==> config.mk <==
export PLATFORM = sky130hd
export DESIGN_NAME = symbol_serializer
export DESIGN_NICKNAME = d
export VERILOG_FILES = /design/src/rtl/symbol_serializer_pkg.sv /design/src/rtl/symbol_serializer_pend_buf.sv /design/src/rtl/symbol_serializer.sv
export SDC_FILE = /design/constraint.sdc
export NUM_CORES = 1
export LEC_CHECK = 0
export BUFFER_PORTS_ARGS = -buffer_cell sky130_fd_sc_hd__buf_2
export CORE_ASPECT_RATIO = 0.75
export CORE_UTILIZATION = 45
export DETAILED_ROUTE_END_ITERATION = 8
export PLACE_DENSITY_LB_ADDON = 0.3
export SETUP_SLACK_MARGIN = 0.02
export SLEW_MARGIN = 20
export SYNTH_ARGS = -nofsm -noshare
export SYNTH_HDL_FRONTEND = slang
export SYNTH_SLANG_ARGS = --single-unit
==> constraint.sdc <==
create_clock -name clk -period 4.6 [get_ports clk]
set_clock_uncertainty 0.15 [all_clocks]
set_input_delay 0.46 -clock clk [delete_from_list [all_inputs] [get_ports clk]]
set_output_delay 0.46 -clock clk [all_outputs]
set_load 0.02 [all_outputs]
==> src/rtl/symbol_serializer_pkg.sv <==
// rtl/symbol_serializer_pkg.sv - shared constants, state encoding and index-width helper
//
// Purpose: definitions common to symbol_serializer and its sub-module.
//   SYM_IDLE  : value driven on num while no symbol is valid.
//   state_e   : serializer FSM state encoding.
//   idx_width : width of a symbol index for n symbols per word (clog2, min 1).
package symbol_serializer_pkg;

  localparam logic [1:0] SYM_IDLE = 2'b00;

  typedef enum logic {
    ST_IDLE  = 1'b0,
    ST_SHIFT = 1'b1
  } state_e;

  function automatic int idx_width(input int n);
    int w;
    w = 1;
    while ((1 << w) < n) w++;
    return w;
  endfunction

endpackage

==> src/rtl/symbol_serializer_pend_buf.sv <==
// rtl/symbol_serializer_pend_buf.sv - one-entry pending word buffer
//
// Purpose: holds the next word while the current word shifts out.
// Ports:
//   clk, reset   : clock, synchronous active-high reset (empties the buffer)
//   wr_i         : store wr_data_i and mark full
//   wr_data_i    : word to store
//   take_i       : consume the stored word (clears full)
//   full_o       : buffer holds a word
//   data_o       : stored word
module word_pend_buf #(
  parameter int W = 8
) (
  input  logic         clk,
  input  logic         reset,
  input  logic         wr_i,
  input  logic [W-1:0] wr_data_i,
  input  logic         take_i,
  output logic         full_o,
  output logic [W-1:0] data_o
);

  logic         full_q;
  logic [W-1:0] data_q;

  // The serializer never writes and takes in the same cycle: it only writes
  // when the current word is not finishing, and only takes when it is.
  always_ff @(posedge clk) begin
    if (reset) begin
      full_q <= 1'b0;
      data_q <= '0;
    end else if (wr_i) begin
      full_q <= 1'b1;
      data_q <= wr_data_i;
    end else if (take_i) begin
      full_q <= 1'b0;
    end
  end

  assign full_o = full_q;
  assign data_o = data_q;

endmodule

==> src/rtl/symbol_serializer.sv <==
// rtl/symbol_serializer.sv - word to symbol-stream serializer with one-word pending buffer
//
// Purpose: accepts DATA_W-bit words (valid/ready) and emits DATA_W/SYM_W
// symbols per word on num (valid/ready/last), with no bubble between words.
// Ports:
//   clk, reset          : clock, synchronous active-high reset
//   in_data/in_valid    : input word and its qualifier
//   in_ready            : a word can be accepted this cycle (registered state only)
//   num/num_valid       : current symbol (SYM_IDLE when not valid)
//   num_ready           : downstream takes num this cycle
//   num_last            : num is the final symbol of its word
//   busy                : a word is shifting out or waiting in the pending buffer
//   sym_count           : saturating count of transferred symbols
module symbol_serializer
  import symbol_serializer_pkg::*;
#(
  parameter int DATA_W    = 8,
  parameter int SYM_W     = 2,
  parameter int MSB_FIRST = 1,
  parameter int CNT_W     = 16
) (
  input  logic              clk,
  input  logic              reset,
  input  logic [DATA_W-1:0] in_data,
  input  logic              in_valid,
  output logic              in_ready,
  output logic [SYM_W-1:0]  num,
  output logic              num_valid,
  input  logic              num_ready,
  output logic              num_last,
  output logic              busy,
  output logic [CNT_W-1:0]  sym_count
);

  localparam int N     = DATA_W / SYM_W;
  localparam int IDX_W = idx_width(N);
  localparam logic [IDX_W-1:0] IDX_LAST = IDX_W'(N - 1);
  localparam logic [CNT_W-1:0] CNT_MAX  = '1;

  state_e              state_q;
  logic [DATA_W-1:0]   sreg_q;
  logic [IDX_W-1:0]    idx_q;
  logic [CNT_W-1:0]    cnt_q;

  logic [DATA_W-1:0]   sreg_shifted;
  logic [SYM_W-1:0]    cur_sym;
  logic                acc;
  logic                xfer;
  logic                lastx;
  logic                pend_wr;
  logic                pend_take;
  logic                pend_full;
  logic [DATA_W-1:0]   pend_data;

  // Symbol selection and the shift direction both follow MSB_FIRST so the
  // emitted symbol is always at the same end of the shift register.
  always_comb begin
    cur_sym      = '0;
    sreg_shifted = '0;
    if (MSB_FIRST != 0) begin
      cur_sym      = sreg_q[DATA_W-1 -: SYM_W];
      sreg_shifted = sreg_q << SYM_W;
    end else begin
      cur_sym      = sreg_q[SYM_W-1:0];
      sreg_shifted = sreg_q >> SYM_W;
    end
  end

  assign num_valid = (state_q == ST_SHIFT);
  assign num       = num_valid ? cur_sym : SYM_W'(SYM_IDLE);
  assign num_last  = num_valid && (idx_q == IDX_LAST);

  // in_ready depends only on registered state and reset, never on in_valid.
  assign in_ready  = !reset && !pend_full;

  assign acc   = in_valid && in_ready;
  assign xfer  = num_valid && num_ready;
  assign lastx = xfer && num_last;

  // A word arriving while another shifts goes to the pending buffer, unless
  // the current word finishes this very cycle (then it loads straight in).
  assign pend_wr   = acc && (state_q == ST_SHIFT) && !lastx;
  assign pend_take = lastx && pend_full;

  assign busy      = num_valid || pend_full;
  assign sym_count = cnt_q;

  word_pend_buf #(
    .W (DATA_W)
  ) u_pend_buf (
    .clk       (clk),
    .reset     (reset),
    .wr_i      (pend_wr),
    .wr_data_i (in_data),
    .take_i    (pend_take),
    .full_o    (pend_full),
    .data_o    (pend_data)
  );

  always_ff @(posedge clk) begin
    if (reset) begin
      state_q <= ST_IDLE;
      sreg_q  <= '0;
      idx_q   <= '0;
      cnt_q   <= '0;
    end else begin
      if (xfer && (cnt_q != CNT_MAX)) begin
        cnt_q <= cnt_q + CNT_W'(1);
      end

      case (state_q)
        ST_IDLE: begin
          if (acc) begin
            sreg_q  <= in_data;
            idx_q   <= '0;
            state_q <= ST_SHIFT;
          end
        end
        ST_SHIFT: begin
          if (xfer) begin
            if (!num_last) begin
              sreg_q <= sreg_shifted;
              idx_q  <= idx_q + IDX_W'(1);
            end else if (pend_full) begin
              sreg_q <= pend_data;
              idx_q  <= '0;
            end else if (acc) begin
              sreg_q <= in_data;
              idx_q  <= '0;
            end else begin
              sreg_q  <= '0;
              idx_q   <= '0;
              state_q <= ST_IDLE;
            end
          end
        end
        default: state_q <= ST_IDLE;
      endcase
    end
  end

endmodule

==> implementation parameters <==
Parameter                              Value

Cells and area
  Relative area change from synthesis to final layout    15.81%
  Number of inserted diodes    0
  Fraction of layout cells with a size suffix above 1    0.2000
  Final core utilization    0.5536
  Post-layout instance count excluding filler cells    around 290
  Post-layout net count    between 200 and 300

Timing
  Highest clock rate    0.4090 GHz
  Post-Route Setup TNS    0 ps
  Final Max Slew Viols    0
  Smallest hold slack    265.3 ps
  Share of the clock period used by the worst path after layout    0.5315
  Shortest clock period the worst path allows after layout    between 2000 and 2500 ps
  Transition at the pin with the smallest max-transition slack    754.5 ps
  Setup repair after global routing missed its margin    false
  Final setup vio count    0
  Number of hold violations in the final report    0
  Worst max-slew margin expressed relative to the limit    0.4970

Critical path
  Critical path endpoint category    register
  Kind of start point of the critical path    register
  Register-to-Register Setup Slack    2160 ps
  Path type of the worst setup path    reg2reg
  Worst Reg2Reg Path Length in Cells    4
  Data arrival time at the worst-slack endpoint    2520 ps
  Data required time of the critical path    4670 ps
  Highest fanout seen on the critical path    22

Global route
  Initial antenna violation count    0
  First-pass GRT wire length    about 6.6 mm
  Global route total overflow    0
  Via count of the first global-routing pass    1,434
  Largest net degree at the start of global routing    43
  Total Routing Usage GR    0.2081

Route
  Drc violations    0
  Antenna Violating Nets Remaining    0
  Routed WL per cell    13.48 um
  Initial DRT Pass Iterations    4
  Detailed-route via count    1,643
  Iteration-0 DRC count of the detailed router    139
  Total Wirelength    between 3 and 4 mm
  Vias per inst    about 5.6

CTS
  TritonCTS clock tree    done
  Maximum clock path buffer count    2
  Maximum level of the CTS H-tree    2
  Root Buffer Master    sky130_fd_sc_hd__clkbuf_8
  Clock buffer count from CTS    5
  Count of instances resized after the clock tree is built    0
  Clock net sink count    36
  Number of post-CTS setup repair buffers    0
  Hold-fix buffer count after cts    0
  CTS clk-pin slew, worst paths    70 ps
  Clock Latency Late Sink    290 ps

Yosys
  Dominant cell by count in the synthesized netlist    sky130_fd_sc_hd__dfxtp_1
  Synthesized instance count    210
  Post-synth EDFFs    0
  Fraction of registers with async set/reset    0
  Number of synthesized register bits    36
  Most used standard cells in the synthesized netlist    36 x sky130_fd_sc_hd__dfxtp_1, 24 x sky130_fd_sc_hd__nor2_1, 16 x sky130_fd_sc_hd__nand2_1
  Syn nets    about 220
  Area share of the leading cell type in the synthesized netlist    0.4065
  Most instantiated flip-flop cell in the synthesis netlist    sky130_fd_sc_hd__dfxtp_1
  Largest cells by area after synthesis    sky130_fd_sc_hd__dfxtp_1 41%, sky130_fd_sc_hd__mux2i_1 5.1%, sky130_fd_sc_hd__nor2_1 5.1%
  Average size of a mapped cell    8.443 um^2
  Share of the yosys chip area belonging to registers    0.4065
  Synth Cell Area    1773 um^2
  Number of library cell types mapped by synthesis    39
  Synth Warn #    0
  Post-synthesis cell type with the largest combined area    sky130_fd_sc_hd__dfxtp_1

Pwr
  Largest voltage drop on the vdd net    130.4 uV
  Power density over the cells    307.8 nW/um^2
  Static Leakage    0.8705 nW

Floorplan
  Site Rows    19
  Placeable Area    3709 um^2
  Die Wd    ~74 um
  Vertical die dimension    56.36 um
  Initial standard-cell utilization of the core    0.4781
  Total Die Area    4198 um^2
  IO Pins    34

Placement
  Final GP Congestion    0.7828
  Post-placement cell count    about 280
  Post-detail-place hpwl    2.626 mm
  Number of input and output port buffers inserted    33

Run status
  Status    complete, no violations

Job
  Max-cap violation count    0

Worst hold path
  Type of the most critical hold path    in2reg
  Hold Crit Depth    3
==> registers in the layout, indices dropped and copies added, names as in the netlist <==
register / flops
u_pend_buf.full_o: 1
u_pend_buf.data_o: 8
sreg_q: 8
idx_q: 2
num_valid: 1
sym_count: 16
==> layout make-up <==
type                       instances  area (um^2)
timing repair buffer              34        172.7
multi-input combinational        157        985.9
fill                             378         1655
inverter                           5        18.77
clock buffer                       8        90.09
sequential                        36        720.7
tap                               52        65.06
==> worst max-delay path: stages, from the launching register on <==
cell and delay (ps):
sky130_fd_sc_hd__dfxtp_1 790, sky130_fd_sc_hd__nand3_1 370, sky130_fd_sc_hd__or3_1 490, sky130_fd_sc_hd__or4_1 430
sky130_fd_sc_hd__a21oi_1 140
==> cell usage in the layout (no fill, tap or decap), drive strengths merged, types with 2 or more instances in the layout <==
cell | netlist | routed
or4 | 6 | 6
or3 | 6 | 6
nand3 | 7 | 7
nor2b | 3 | 3
ha | 2 | 2
a221oi | 6 | 6
nand2 | 16 | 16
nand4 | 5 | 5
o31ai | 6 | 6
o211a | 6 | 6
and2 | 3 | 3
clkbuf | 8 | 8
a311oi | 3 | 3
o21ai | 15 | 15
mux2i | 9 | 9
nor2 | 24 | 24
inv | 5 | 5
a21oi | 13 | 13
o41ai | 3 | 3
nor3 | 11 | 11
dfxtp | 36 | 36
buf | 4 | 34
==> worst paths after layout <==
| check | start | end |
|---|---|---|
| min reg2reg | sreg_q[7]$_SDFFE_PP0P_ | sreg_q[7]$_SDFFE_PP0P_ |
| min | in_data[1] | u_pend_buf.data_o[1]$_SDFFE_PP0P_ |
| max reg2reg | num_valid$_SDFF_PP0_ | sym_count[14]$_SDFFE_PP0P_ |
| max | num_valid$_SDFF_PP0_ | sym_count[14]$_SDFFE_PP0P_ |
==> report_power, final <==
group	leakage, nW	switching [W]	internal (W)
registers	0.293	0.0000125	0.000323
clock network	0.0455	0.000113	0.000122
logic	0.532	0.0000368	0.0000244
==> metal layers <==
metal  wire length, um  GRT usage  part of all wire
met2              1659     0.2857              0.42
met3               166    0.05386             0.042
met5                 0          0                 0
met4                63     0.1051             0.016
met1              2046     0.2961              0.52
==> logic make-up (layout without fill, tap and decap cells) <==
group                      count (synthesis)  in the layout  synth area share
and+or+nand+nor                           88             88            0.2618
adders and majority gates                  2              2           0.01411
muxes                                     10             10           0.05716
DFF                                       36             36            0.4065
AOI/OAI and AO/OA                         57             57            0.2230
buffers and inverters                     17             47           0.03741
==> per-stage QoR <==
stage	instance area, um^2	worst slack (ps)	total power [W]
6_report	2053	2155	0.0006320
3_3_place_gp	1963	2095	0.0004031
3_5_place_dp	1963	2087	0.0004038
2_1_floorplan	1773	2560	0.0003842
4_1_cts	2053	2164	0.0006403
5_1_grt	2053	1923	0.0006609
(Power assumes the default switching activity.)
